<file path="config.mk">
export PLATFORM = sky130hd
export DESIGN_NAME = debouncer_multi
export DESIGN_NICKNAME = d
export VERILOG_FILES = /design/src/rtl/debouncer_multi.sv
export SDC_FILE = /design/constraint.sdc
export NUM_CORES = 1
export LEC_CHECK = 0
export CELL_PAD_IN_SITES_DETAIL_PLACEMENT = 2
export CELL_PAD_IN_SITES_GLOBAL_PLACEMENT = 2
export CORE_MARGIN = 10
export CORE_UTILIZATION = 43
export DETAILED_ROUTE_END_ITERATION = 10
export PLACE_DENSITY = 0.94
export SLEW_MARGIN = 20
export SYNTH_ARGS = -nofsm -noshare
export SYNTH_HDL_FRONTEND = slang
export SYNTH_SLANG_ARGS = --single-unit
</file>
<file path="constraint.sdc">
create_clock -name clk -period 7.5 [get_ports clk]
set_clock_uncertainty 0.2 [all_clocks]
set_input_delay 0.75 -clock clk [delete_from_list [all_inputs] [get_ports clk]]
set_output_delay 0.75 -clock clk [all_outputs]
set_load 0.05 [all_outputs]
</file>
<file path="src/rtl/debouncer_multi.sv">
// Multi-channel debouncer: per-channel synchroniser, 4-state filter FSM and stability counter.
// Define DEBOUNCE_EDGE_EN to build the registered rise/fall strobes; otherwise they are tied to 0.
module debouncer_multi #(
  parameter int CHANNELS      = 4,
  parameter int STABLE_CYCLES = 2_000_000,
  parameter int SYNC_STAGES   = 2
) (
  input  logic                clk,
  input  logic                reset,
  input  logic [CHANNELS-1:0] noisy,
  output logic [CHANNELS-1:0] debounced,
  output logic [CHANNELS-1:0] rise,
  output logic [CHANNELS-1:0] fall
);

  localparam int CW = $clog2(STABLE_CYCLES);
  localparam logic [CW-1:0] LAST_CNT = CW'(STABLE_CYCLES - 1);

  typedef enum logic [1:0] {
    STABLE_LOW,
    WAIT_HIGH,
    STABLE_HIGH,
    WAIT_LOW
  } state_t;

  logic [SYNC_STAGES-1:0] sync_q  [CHANNELS];
  logic [SYNC_STAGES-1:0] sync_d  [CHANNELS];
  state_t                 state_q [CHANNELS];
  state_t                 state_d [CHANNELS];
  logic [CW-1:0]          cnt_q   [CHANNELS];
  logic [CW-1:0]          cnt_d   [CHANNELS];
  logic [CHANNELS-1:0]    deb_q;
  logic [CHANNELS-1:0]    deb_d;

  // Bit 0 of each chain is the first stage; the top bit feeds the FSM.
  always_comb begin
    for (int unsigned i = 0; i < CHANNELS; i++) begin
      sync_d[i] = {sync_q[i][SYNC_STAGES-2:0], noisy[i]};
    end
  end

  always_comb begin
    for (int unsigned i = 0; i < CHANNELS; i++) begin
      state_d[i] = state_q[i];
      cnt_d[i]   = cnt_q[i];
      case (state_q[i])
        STABLE_LOW: begin
          if (sync_q[i][SYNC_STAGES-1]) begin
            state_d[i] = WAIT_HIGH;
            cnt_d[i]   = '0;
          end
        end
        WAIT_HIGH: begin
          if (!sync_q[i][SYNC_STAGES-1]) begin
            state_d[i] = STABLE_LOW;
          end else if (cnt_q[i] == LAST_CNT) begin
            state_d[i] = STABLE_HIGH;
          end else begin
            cnt_d[i] = cnt_q[i] + 1'b1;
          end
        end
        STABLE_HIGH: begin
          if (!sync_q[i][SYNC_STAGES-1]) begin
            state_d[i] = WAIT_LOW;
            cnt_d[i]   = '0;
          end
        end
        WAIT_LOW: begin
          if (sync_q[i][SYNC_STAGES-1]) begin
            state_d[i] = STABLE_HIGH;
          end else if (cnt_q[i] == LAST_CNT) begin
            state_d[i] = STABLE_LOW;
          end else begin
            cnt_d[i] = cnt_q[i] + 1'b1;
          end
        end
        default: begin
          state_d[i] = STABLE_LOW;
          cnt_d[i]   = '0;
        end
      endcase
      deb_d[i] = (state_d[i] == STABLE_HIGH) || (state_d[i] == WAIT_LOW);
    end
  end

  always_ff @(posedge clk or posedge reset) begin
    if (reset) begin
      for (int unsigned i = 0; i < CHANNELS; i++) begin
        sync_q[i]  <= '0;
        state_q[i] <= STABLE_LOW;
        cnt_q[i]   <= '0;
      end
      deb_q <= '0;
    end else begin
      for (int unsigned i = 0; i < CHANNELS; i++) begin
        sync_q[i]  <= sync_d[i];
        state_q[i] <= state_d[i];
        cnt_q[i]   <= cnt_d[i];
      end
      deb_q <= deb_d;
    end
  end

  assign debounced = deb_q;

`ifdef DEBOUNCE_EDGE_EN
  logic [CHANNELS-1:0] rise_q;
  logic [CHANNELS-1:0] rise_d;
  logic [CHANNELS-1:0] fall_q;
  logic [CHANNELS-1:0] fall_d;

  // Strobes compare the next level with the current one so they line up with the level change.
  always_comb begin
    rise_d = deb_d & ~deb_q;
    fall_d = ~deb_d & deb_q;
  end

  always_ff @(posedge clk or posedge reset) begin
    if (reset) begin
      rise_q <= '0;
      fall_q <= '0;
    end else begin
      rise_q <= rise_d;
      fall_q <= fall_d;
    end
  end

  assign rise = rise_q;
  assign fall = fall_q;
`else
  assign rise = '0;
  assign fall = '0;
`endif

endmodule

</file>
---- Yosys cells after proc, flatten, opt, wreduce, memory -nomap -nowiden ----
Index checks and enable logic that the tools add are counted.
cells by class
  bitwise gates (word level) .............. 0
  shift operators ......................... 0
  div/mod/pow operators ................... 0
  add/sub/neg operators ................... 4
  eq/ne operators ......................... 40
  multipliers ............................. 0
  reduce and logical (&&, ||, !) cells .... 12
  magnitude comparators ................... 0
  multiplexer cells ....................... 52
operators by type and width
  operator                 number
  $mux W21                 20
  $pmux W21 S4             4
  $add A21 B1 Y21 const B  4
  $eq A21 B21 Y1 const B   4
  $mux W2                  24
  $eq A2 B2 Y1 const B     16
  $ne A2 B2 Y1 const B     16
  $pmux W2 S4              4
  $reduce_and A4 Y1        4
  $eq A2 B1 Y1 const B     4
  $logic_not A2 Y1         4
  $logic_or A1 B1 Y1       4
storage, ports and cells
  register bits ........................... 104
  memories kept ........................... 0
  logic and storage cells ................. 121
  RAM bits ................................ 0
  bits of input ports ..................... 6
  latch bits .............................. 0
  ROM bits ................................ 0

---- Logic depth before layout (Yosys ltp) ----
Gate-level depths: netlist of run 1.
  word-level depth ........................ 6
  depth in mapped cells ................... 8
  mapped depth without buffers ............ 7

---- Worst setup path before layout of run 1 ----
OpenSTA, ideal clock, no wires.
  kind .................................... register -> register
  start point ............................. register cnt_q[29] (netlist name)
  end point ............................... register cnt_q[30] (netlist name)
  library setup time ...................... 131 ps
  period minus slack after synthesis ...... 2,002 ps
  path buffers ............................ 2
  data arrival time ....................... 1,671 ps
  cell stages (with the launch flop) ...... 9
  slack ................................... 5,498 ps
  cell sequence ........................... dfrtp_1 -> buf_6 -> or4_1 -> nor3_2 -> a21o_2 -> inv_4 -> nand2_8 -> buf_6 -> o31ai_1
on the way
  longest elaborated chain between the ends .. 4
  elaborated cells on any way between the ends .. 6
  those cells by class .................... add/sub (1); eq/ne (1); mux (4)
RTL lines
  what                                               line    text
  from (decl)                                        30      logic [CW-1:0] cnt_q [CHANNELS];
  from (signal, indexed assignment)                  98      cnt_q[i] <= cnt_d[i];
  $add A21 B1 Y21 or $eq A21 B21 Y1 (tied branches)  --
  $mux W21 (*)                                       56, 71
  $mux W21 (on tied branches)                        69, 54
  $pmux W21 S4 (*)                                   46      case (state_q[i])
Every way passes the cells marked *; elsewhere a longest branch is shown, timed or not. The select of a mux whose other input is x is not followed.
A chain may end at the register's enable or synchronous reset.

---- Worst setup path after layout of run 1 ----
  start point ............................. register state_q[4] (netlist name)
  end point ............................... register cnt_q[51] (netlist name)
on the way
  longest elaborated chain between the ends .. 3
  elaborated cells on any way between the ends .. 10
  those cells by class .................... eq/ne (7); mux (1); reduce/logical (2)
RTL lines
  what                                        line  text
  from (decl)                                 28    state_t state_q [CHANNELS];
  from (signal, indexed assignment)           97    state_q[i] <= state_d[i];
  $eq A2 B2 Y1, or another cell as far along  46
  $ne A2 B2 Y1 (no source line)               --
  $reduce_and A4 Y1 (no source line)          --
Parallel ways exist; a longest one is shown, timed or not.

==> reports/metrics.cfg, run 1 <==
[status]
status=completed

[clock_network]
htreeDepth=3
cts_hold_buf=0
postCtsSetupBuffers=0
cts_buffers=9
cts_tree=done
clk_path_buf_depth=2
clock-sinks=102
cts_resized=0
clock_latency_ps=370
clk_pin_slew_ps=70
clockRootBuffer=clkbuf_16

[worst_setup_path]
worst-path-max-fanout=24
path_cells=and4bb_1 > nand4_1 > o31ai_4 > inv_1 > a41o_1
start_kind=flip-flop
reg2reg_depth=5
cp_slowest_cell=o31ai_4
cp_top_family=compound AO/OA/AOI/OAI gates
crit_cells=5
required_ps=7560
endpoint_kind=flip-flop
cp_num_buf_inv=1
critPathMaxStageDelay_ps=840
path_class=flip-flop to flip-flop
crit_arrival_ps=2850

[routing]
vias_per_cell=6.25
firstDrtPassIters=4
drt_iter0_markers=359
post_drt_wl_per_cell_um=22.2
vias=4748
drc=0
ant_nets=0
totalWireLength_um=16800

[floorplanning]
io_pins=18
std_cell_rows=41
fp.dieW_um=134
fp.dieH_um=134
die_area_um2=17900
core_um2=12700
initial_core_util_pct=44.1

[placement]
io_buffers=9
dp_cells=744
placed_area_um2=5710
dp_hpwl_um=10800
gp_congestion=0.796

[synthesis]
synth_fa_ha_area_share_pct=0.896
synthMuxAreaShare_pct=3.74
synth_commonest_cells=102 x dfrtp_1, 63 x nand2_1, 54 x o21ai_0, 46 x nor2_1, 39 x nand3_1
syn_area_um2=5590
synth-edff-count=0
synth_most_common_cell=dfrtp_1
ys_seq_area_share_pct=45.7
ys_warn_count=0
ys_ff_latch=102
synth_top_area_share_pct=45.7
ys.flop_type=dfrtp_1
synth_top_area_cell=dfrtp_1
yosys.area_share.simple_pct=25.1
synth_async_sr_flop_share_pct=100
synthCells=592
synth_compound_area_share_pct=17.0
avgSynthCellArea_um2=9.43
synthXorXnorAreaFrac_pct=2.17
synthTopCellsByArea=dfrtp_1 46%, o21ai_0 4.8%, nand2_1 4.2%
synth.distinct_cells=67
synth_top_family_by_area=simple AND/OR/NAND/NOR gates

[layout]
diodes=0
nets=593
final_area_um2=6020
drive_gt1_share_pct=7.82
area_growth_pct=7.77
stdcell_count=760

[power_and_ir_drop]
p_leak_nw=2.53
power.density_nw_per_um2=195
peakVddDrop_mv=0.186

[job]
cap_violations=0

[sta]
worst_pin_slew_ps=992
drv_slew=0
finalCritPeriodShare_pct=37.3
hold_viol=0
fin_crit_ps=2800
rsz0062_at_grt=false
slew_headroom_pct=33.8
setup_tns_ps=0
max_freq_mhz=358
holdWs_ps=150
setup_viol=0

[global_route]
track_usage_pct=19.6
grt_overflow=0
grt_max_degree=80
antenna_found_initial=0
grt_pass1_wl_um=28800
grt_pass1_vias=5439

[min_path]
hp-class=flip-flop to flip-flop
hold_depth=0

[state kept, by name, summed over array words and instances, names as in the netlist]
register and cells:
cnt_q 84, sync_d 4, sync_q 4, debounced 2
state_q 8
[worst reg2reg max path: stages, from the launching register on]
cell      delay (ps)
dfrtp_1          690
and4bb_1         290
nand4_1          180
o31ai_4          840
inv_1            200
a41o_1           290
[path summary, 6_finish.rpt]
path	end	start	slack, ps
worst min-delay path	sync_q[3]	sync_d[3]	150
min in group asynchronous	cnt_q[76]	reset	500
worst max-delay path	cnt_q[51]	state_q[4]	4700
max in group asynchronous	cnt_q[49]	reset	5540
worst max register to register	cnt_q[51]	state_q[4]	4700
worst min register to register	sync_q[3]	sync_d[3]	150
[per-layer routing]
metal  global-route usage (%)  share of wire [%]  vias up
met5                        0                  0        -
met4                     6.29                1.8        0
met3                     4.52                3.6       28
met2                     33.4                 51      103
met1                     24.0                 44     2453
li1                         -                  -     2164
[final cells by class]
type / instances / area, um2
clock inverter: 6 / 70.1
sequential: 102 / 2550
multi-input combinational: 440 / 2760
timing repair buffer: 11 / 109
inverter: 19 / 76.3
tap: 172 / 215
fill: 1325 / 6650
clock buffer: 10 / 239
[kinds of logic after synthesis]
logic type	count (synthesis)
compound gates	145
xor+xnor	13
fa+ha+maj	4
buf+inv	57
flops	102
mux	20
other cells	1
simple gates	250
[per-stage QoR]
stage | total power [W] | setup WS, ps | utilization (%)
floorplan | 0.000664 | 3870 | -
global placement | 0.000677 | 4830 | 45.0
detailed placement | 0.000687 | 4740 | 45.0
CTS | 0.00118 | 4750 | 47.5
global route | 0.00122 | 4530 | 47.5
finish | 0.00117 | 4700 | 47.5
[cell usage in the layout, fill, tap and decap left out, drive strengths merged, types with 8 or more instances in the layout]
cell type / count
clkbuf: 10
conb: 8
nor4: 11
nand2: 66
xor2: 9
and3: 11
inv: 19
nand3: 40
clkdlybuf4s50: 9
o21ai: 58
and4: 8
o31ai: 23
nor2: 46
nor3: 14
nand4: 24
a31oi: 9
mux2i: 13
dfrtp: 102
a21oi: 16
o41ai: 8
[report_power, final]
part / internal, W / switching, W / total (W)
registers: 0.000565 / 0.0000281 / 0.000593
logic: 0.0000246 / 0.0000596 / 0.0000842
clock network: 0.000270 / 0.000226 / 0.000496
Note: power is estimated with default switching activity, not from simulation.
==> inputs of run 2 (changes only) <==
Settings changed: CORE_UTILIZATION 43 to 36, PLACE_DENSITY 0.94 to 0.85.
Clock period 7.5 ns to 2.3 ns, I/O delays scaled along.
==> reports/metrics.cfg, run 2 (synthesis gave the netlist of run 1 again) <==
[status]
status=completed

[clock_network]
htreeDepth=3
clk_path_buf_depth=2
clock_latency_ps=360
clock-sinks=102
clockRootBuffer=clkbuf_16
clk_pin_slew_ps=70
cts_tree=done
cts_buffers=9

[layout]
largest_register_ff_count=84
layout_commonest_cell=dfrtp_1
regMostFlops=cnt_q
multi_input_area_um2=2800
seq_area_um2=2550
top_regs=cnt_q x84, state_q x8
diodes=0
area_growth_pct=13.6
stdcell_count=810
drive_gt1_share_pct=13.7
final_cell_mix=102 x dfrtp_1, 62 x nand2_1, 54 x o21ai_0
nets=628
nFillCells=1646

[sta]
slew_headroom_pct=64.4
setup_tns_ps=0
drv_slew=0
worst_pin_slew_ps=533
max_freq_mhz=456
holdWs_ps=27.6
setup_viol=0
hold_viol=0
setup_ws_ps=105
fin_crit_ps=2200
finalCritPeriodShare_pct=95.4

[global_route]
grt_pass1_wl_um=28500
grt_max_degree=35
antenna_found_initial=0
track_usage_pct=16.9
use_met1_pct=20.1
grt_overflow=0
grt.met3_usage_pct=3.38
grt_pass1_vias=5440
top_usage_layer=met2
grt_util_met2_pct=30.3

[routing]
vias_per_cell=5.95
vias=4819
drc=0
firstDrtPassIters=4
ant_nets=0
drt_iter0_markers=318
totalWireLength_um=16800
post_drt_wl_per_cell_um=20.8

[worst_setup_path]
path_cells=ha_1 > inv_1 > nor4_4 > buf_4 > nand4_1 > or4_1 > o21ai_0
reg2reg_depth=7
path_class=flip-flop to flip-flop
endpoint_kind=flip-flop
critPathMaxStageDelay_ps=430
worst-path-max-fanout=4
cp_slowest_cell=or4_1
timing.rr.start=cnt_q[42]
crit_arrival_ps=2280
required_ps=2380
r2r_slack_ps=100
start_kind=flip-flop
rr_endpoint=cnt_q[60]

[placement]
gp_congestion=0.843
dp_hpwl_um=11700
pre_cts_ws_ps=53.0
dp_cells=790
io_buffers=9

[floorplanning]
fp.dieW_um=145
initial_core_util_pct=36.7
fp.dieH_um=145
core_um2=15200
io_pins=18
std_cell_rows=45
die_area_um2=20900

[power_and_ir_drop]
power_w=0.00373
peakVddDrop_mv=0.560
p_leak_nw=2.71
power.density_nw_per_um2=588

[min_path]
hp-class=input pin to asynchronous set/reset pin

[job]
cap_violations=0

run 2: changes by cell type in the layout (fill, tap and decap cells not counted), moves of 2 or more:
cell    previous run  this run
buf_12             0         3
buf_4              1        34
nor4_1             8         6
nor4_2             0         2
run 2: worst max-delay path by stage:
stage	slack [ps]	to	cells past startpoint	from
detailed placement	50	cnt_q[60]	6	cnt_q[42]
CTS	20	cnt_q[56]	7	cnt_q[42]
global placement	170	cnt_q[60]	6	cnt_q[42]
finish	100	cnt_q[60]	7	cnt_q[42]
global route	-40	cnt_q[60]	7	cnt_q[42]
floorplan	300	cnt_q[30]	8	cnt_q[29]
run 2: critical path, delay by kind of cell (launching register included):
kind / cells / cell delay, ps
and+or+nand+nor: 3 / 820
adders and majority gates: 1 / 280
AOI/OAI and AO/OA: 1 / 90
DFF: 1 / 420
buffers and inverters: 2 / 320
run 2: final cells by class:
class	count	share of cell area, %
clock buffer	12	4.04
clock inverter	3	0.315
inverter	19	1.22
multi-input combinational	440	44.1
sequential	102	40.2
tap	188	3.71
timing repair buffer	46	6.39
run 2: what timing repair did:
item | 4_1_cts | 5_1_grt
hold buffers | 0 | 0
gates resized for setup | 0 | 7
endpoints found under the setup margin | 0 | 25
buffers inserted | 0 | 5
run 2: power by group:
group	total, W	switching (W)	internal [W]
registers	0.00192	0.0000795	0.00184
clock network	0.00148	0.000694	0.000787
logic	0.000326	0.000215	0.000111
run 2: routing by layer:
layer | up-vias | wire [um]
met5 | - | 0
met4 | 0 | 182
met3 | 13 | 491
met2 | 57 | 8860
met1 | 2527 | 7290
li1 | 2222 | -
run 2: through the flow:
stage	util, %	instance area [um2]
finish	41.7	6350
global route	41.7	6350
CTS	41.2	6270
detailed placement	39.4	5990
global placement	39.4	5990
floorplan	-	5620
==> inputs of run 3 (changes only) <==
Settings changed: CORE_UTILIZATION 36 to 37, DONT_BUFFER_PORTS from default to 1.
==> reports/metrics.cfg, run 3 (synthesis gave the netlist of run 1 again) <==
[floorplanning]
std_cell_rows=44
io_pins=18
fp.dieW_um=143
initial_core_util_pct=38.1
die_area_um2=20400
fp.dieH_um=143
core_um2=14600

[clock_network]
clk_pin_slew_ps=70
clk_path_buf_depth=2
clockRootBuffer=clkbuf_16
clock-sinks=102
htreeDepth=3
cts_buffers=9
clock_latency_ps=360
cts_tree=done

[placement]
io_buffers=0
gp_congestion=0.816
dp_cells=779
dp_hpwl_um=11600

[worst_setup_path]
cp_top_family=compound AO/OA/AOI/OAI gates
r2r_slack_ps=80
worst-path-max-fanout=10
cp_num_buf_inv=1
start_kind=flip-flop
timing.rr.start=cnt_q[0]
rr_endpoint=cnt_q[16]
cp_slowest_cell=dfrtp_1
required_ps=2340
crit_arrival_ps=2270
path_class=flip-flop to flip-flop
critPathMaxStageDelay_ps=440
path_cells=ha_1 > nand3_1 > nor3_2 > a31o_2 > inv_2 > nand2_4 > o41ai_1
reg2reg_depth=7
endpoint_kind=flip-flop

[global_route]
grt_max_degree=35
grt_pass1_vias=5338
antenna_found_initial=0
grt_pass1_wl_um=28700
grt_overflow=0
track_usage_pct=17.3

[min_path]
worstHoldEndpoint=sync_q[1]
hold_start=sync_d[1]
hold_depth=0
hp-class=flip-flop to flip-flop

[routing]
firstDrtPassIters=4
vias_per_cell=5.98
drt_iter0_markers=229
totalWireLength_um=16900
ant_nets=0
drc=0
post_drt_wl_per_cell_um=21.0
vias=4816

[sta]
drv_slew=0
setup_viol=0
hold_viol=0
setup_tns_ps=0
slew_headroom_pct=42.7
finalCritPeriodShare_pct=96.7
max_freq_mhz=450
worst_pin_slew_ps=857
fin_crit_ps=2220

[layout]
nFillCells=1576
multi_input_area_um2=2810
top_regs=cnt_q x84, state_q x8
final_core_util_pct=43.4
final_cell_mix=102 x dfrtp_1, 62 x nand2_1, 54 x o21ai_0
largest_register_ff_count=84
area_growth_pct=13.7
nets=627
stdcell_count=805
diodes=0
drive_gt1_share_pct=14.2
seq_area_um2=2550
regMostFlops=cnt_q
layout_commonest_cell=dfrtp_1

[job]
cap_violations=0

[power_and_ir_drop]
p_int_w=0.00282
seqPwrFrac_pct=50.2
power.switching_w=0.00101
power.density_nw_per_um2=603
clockPowerShare_pct=41.5
sw_frac_of_total_pct=26.3
combPwrFrac_pct=8.4
p_leak_nw=2.73
peakVddDrop_mv=0.381

[status]
status=completed

[run 3: cell types whose count changed in the layout (fill, tap and decap cells not counted), sizes merged]
cell / delta
clkdlybuf4s50: -9
dlygate4sd3: +5
bufinv: +1
buf: +3
clkinv: -1
[run 3: through the flow]
| stage | total power, W | worst slack (ps) | hold WS, ps | cell area [um2] |
|---|---|---|---|---|
| 2_1_floorplan | 0.00216 | 298 | 61.4 | 5620 |
| 3_3_place_gp | 0.00223 | 155 | 61.5 | 5910 |
| 3_5_place_dp | 0.00226 | -3.78 | 61.5 | 5910 |
| 4_1_cts | 0.00387 | 11.6 | 154 | 6270 |
| 5_1_grt | 0.00398 | -9.61 | 164 | 6350 |
| 6_report | 0.00383 | 75.9 | 152 | 6350 |
[run 3: area by class of cell]
| cell class | count | area share [%] |
|---|---|---|
| inverter | 19 | 1.22 |
| tap | 184 | 3.63 |
| sequential | 102 | 40.2 |
| multi-input combinational | 440 | 44.3 |
| clock inverter | 3 | 0.709 |
| clock buffer | 12 | 3.88 |
| timing repair buffer | 45 | 6.11 |
[run 3: power groups by stage]
stage	registers [W]	logic [W]	clock network, W
floorplan	0.00193	0.000240	0
global placement	0.00195	0.000288	0
detailed placement	0.00195	0.000309	0
CTS	0.00192	0.000321	0.00162
global route	0.00193	0.000362	0.00168
finish	0.00192	0.000320	0.00159
[run 3: how the worst max path moves through the flow]
stage                endpoint  cells after the start  slack [ps]       from
finish              cnt_q[16]                      7          80   cnt_q[0]
global route        cnt_q[56]                      7         -10  cnt_q[48]
CTS                 cnt_q[83]                      6          10  cnt_q[63]
detailed placement  cnt_q[32]                      6          -4  cnt_q[33]
floorplan           cnt_q[30]                      8         300  cnt_q[29]
global placement    cnt_q[16]                      7         160   cnt_q[0]
[run 3: repair_timing]
| action | 4_1_cts | 5_1_grt |
|---|---|---|
| setup buffers | 2 | 4 |
| resized for setup | 0 | 9 |
| hold buffers | 5 | 0 |
| hold endpoints to repair | 35 | 0 |
| pin swaps | 0 | 3 |
| endpoints found under the setup margin | 2 | 33 |
[run 3: layer usage]
layer  part of all wire (%)  track usage [%]
met5                      0                0
met4                    1.5             5.48
met3                    2.4             3.55
met2                     52             30.1
met1                     44             21.0
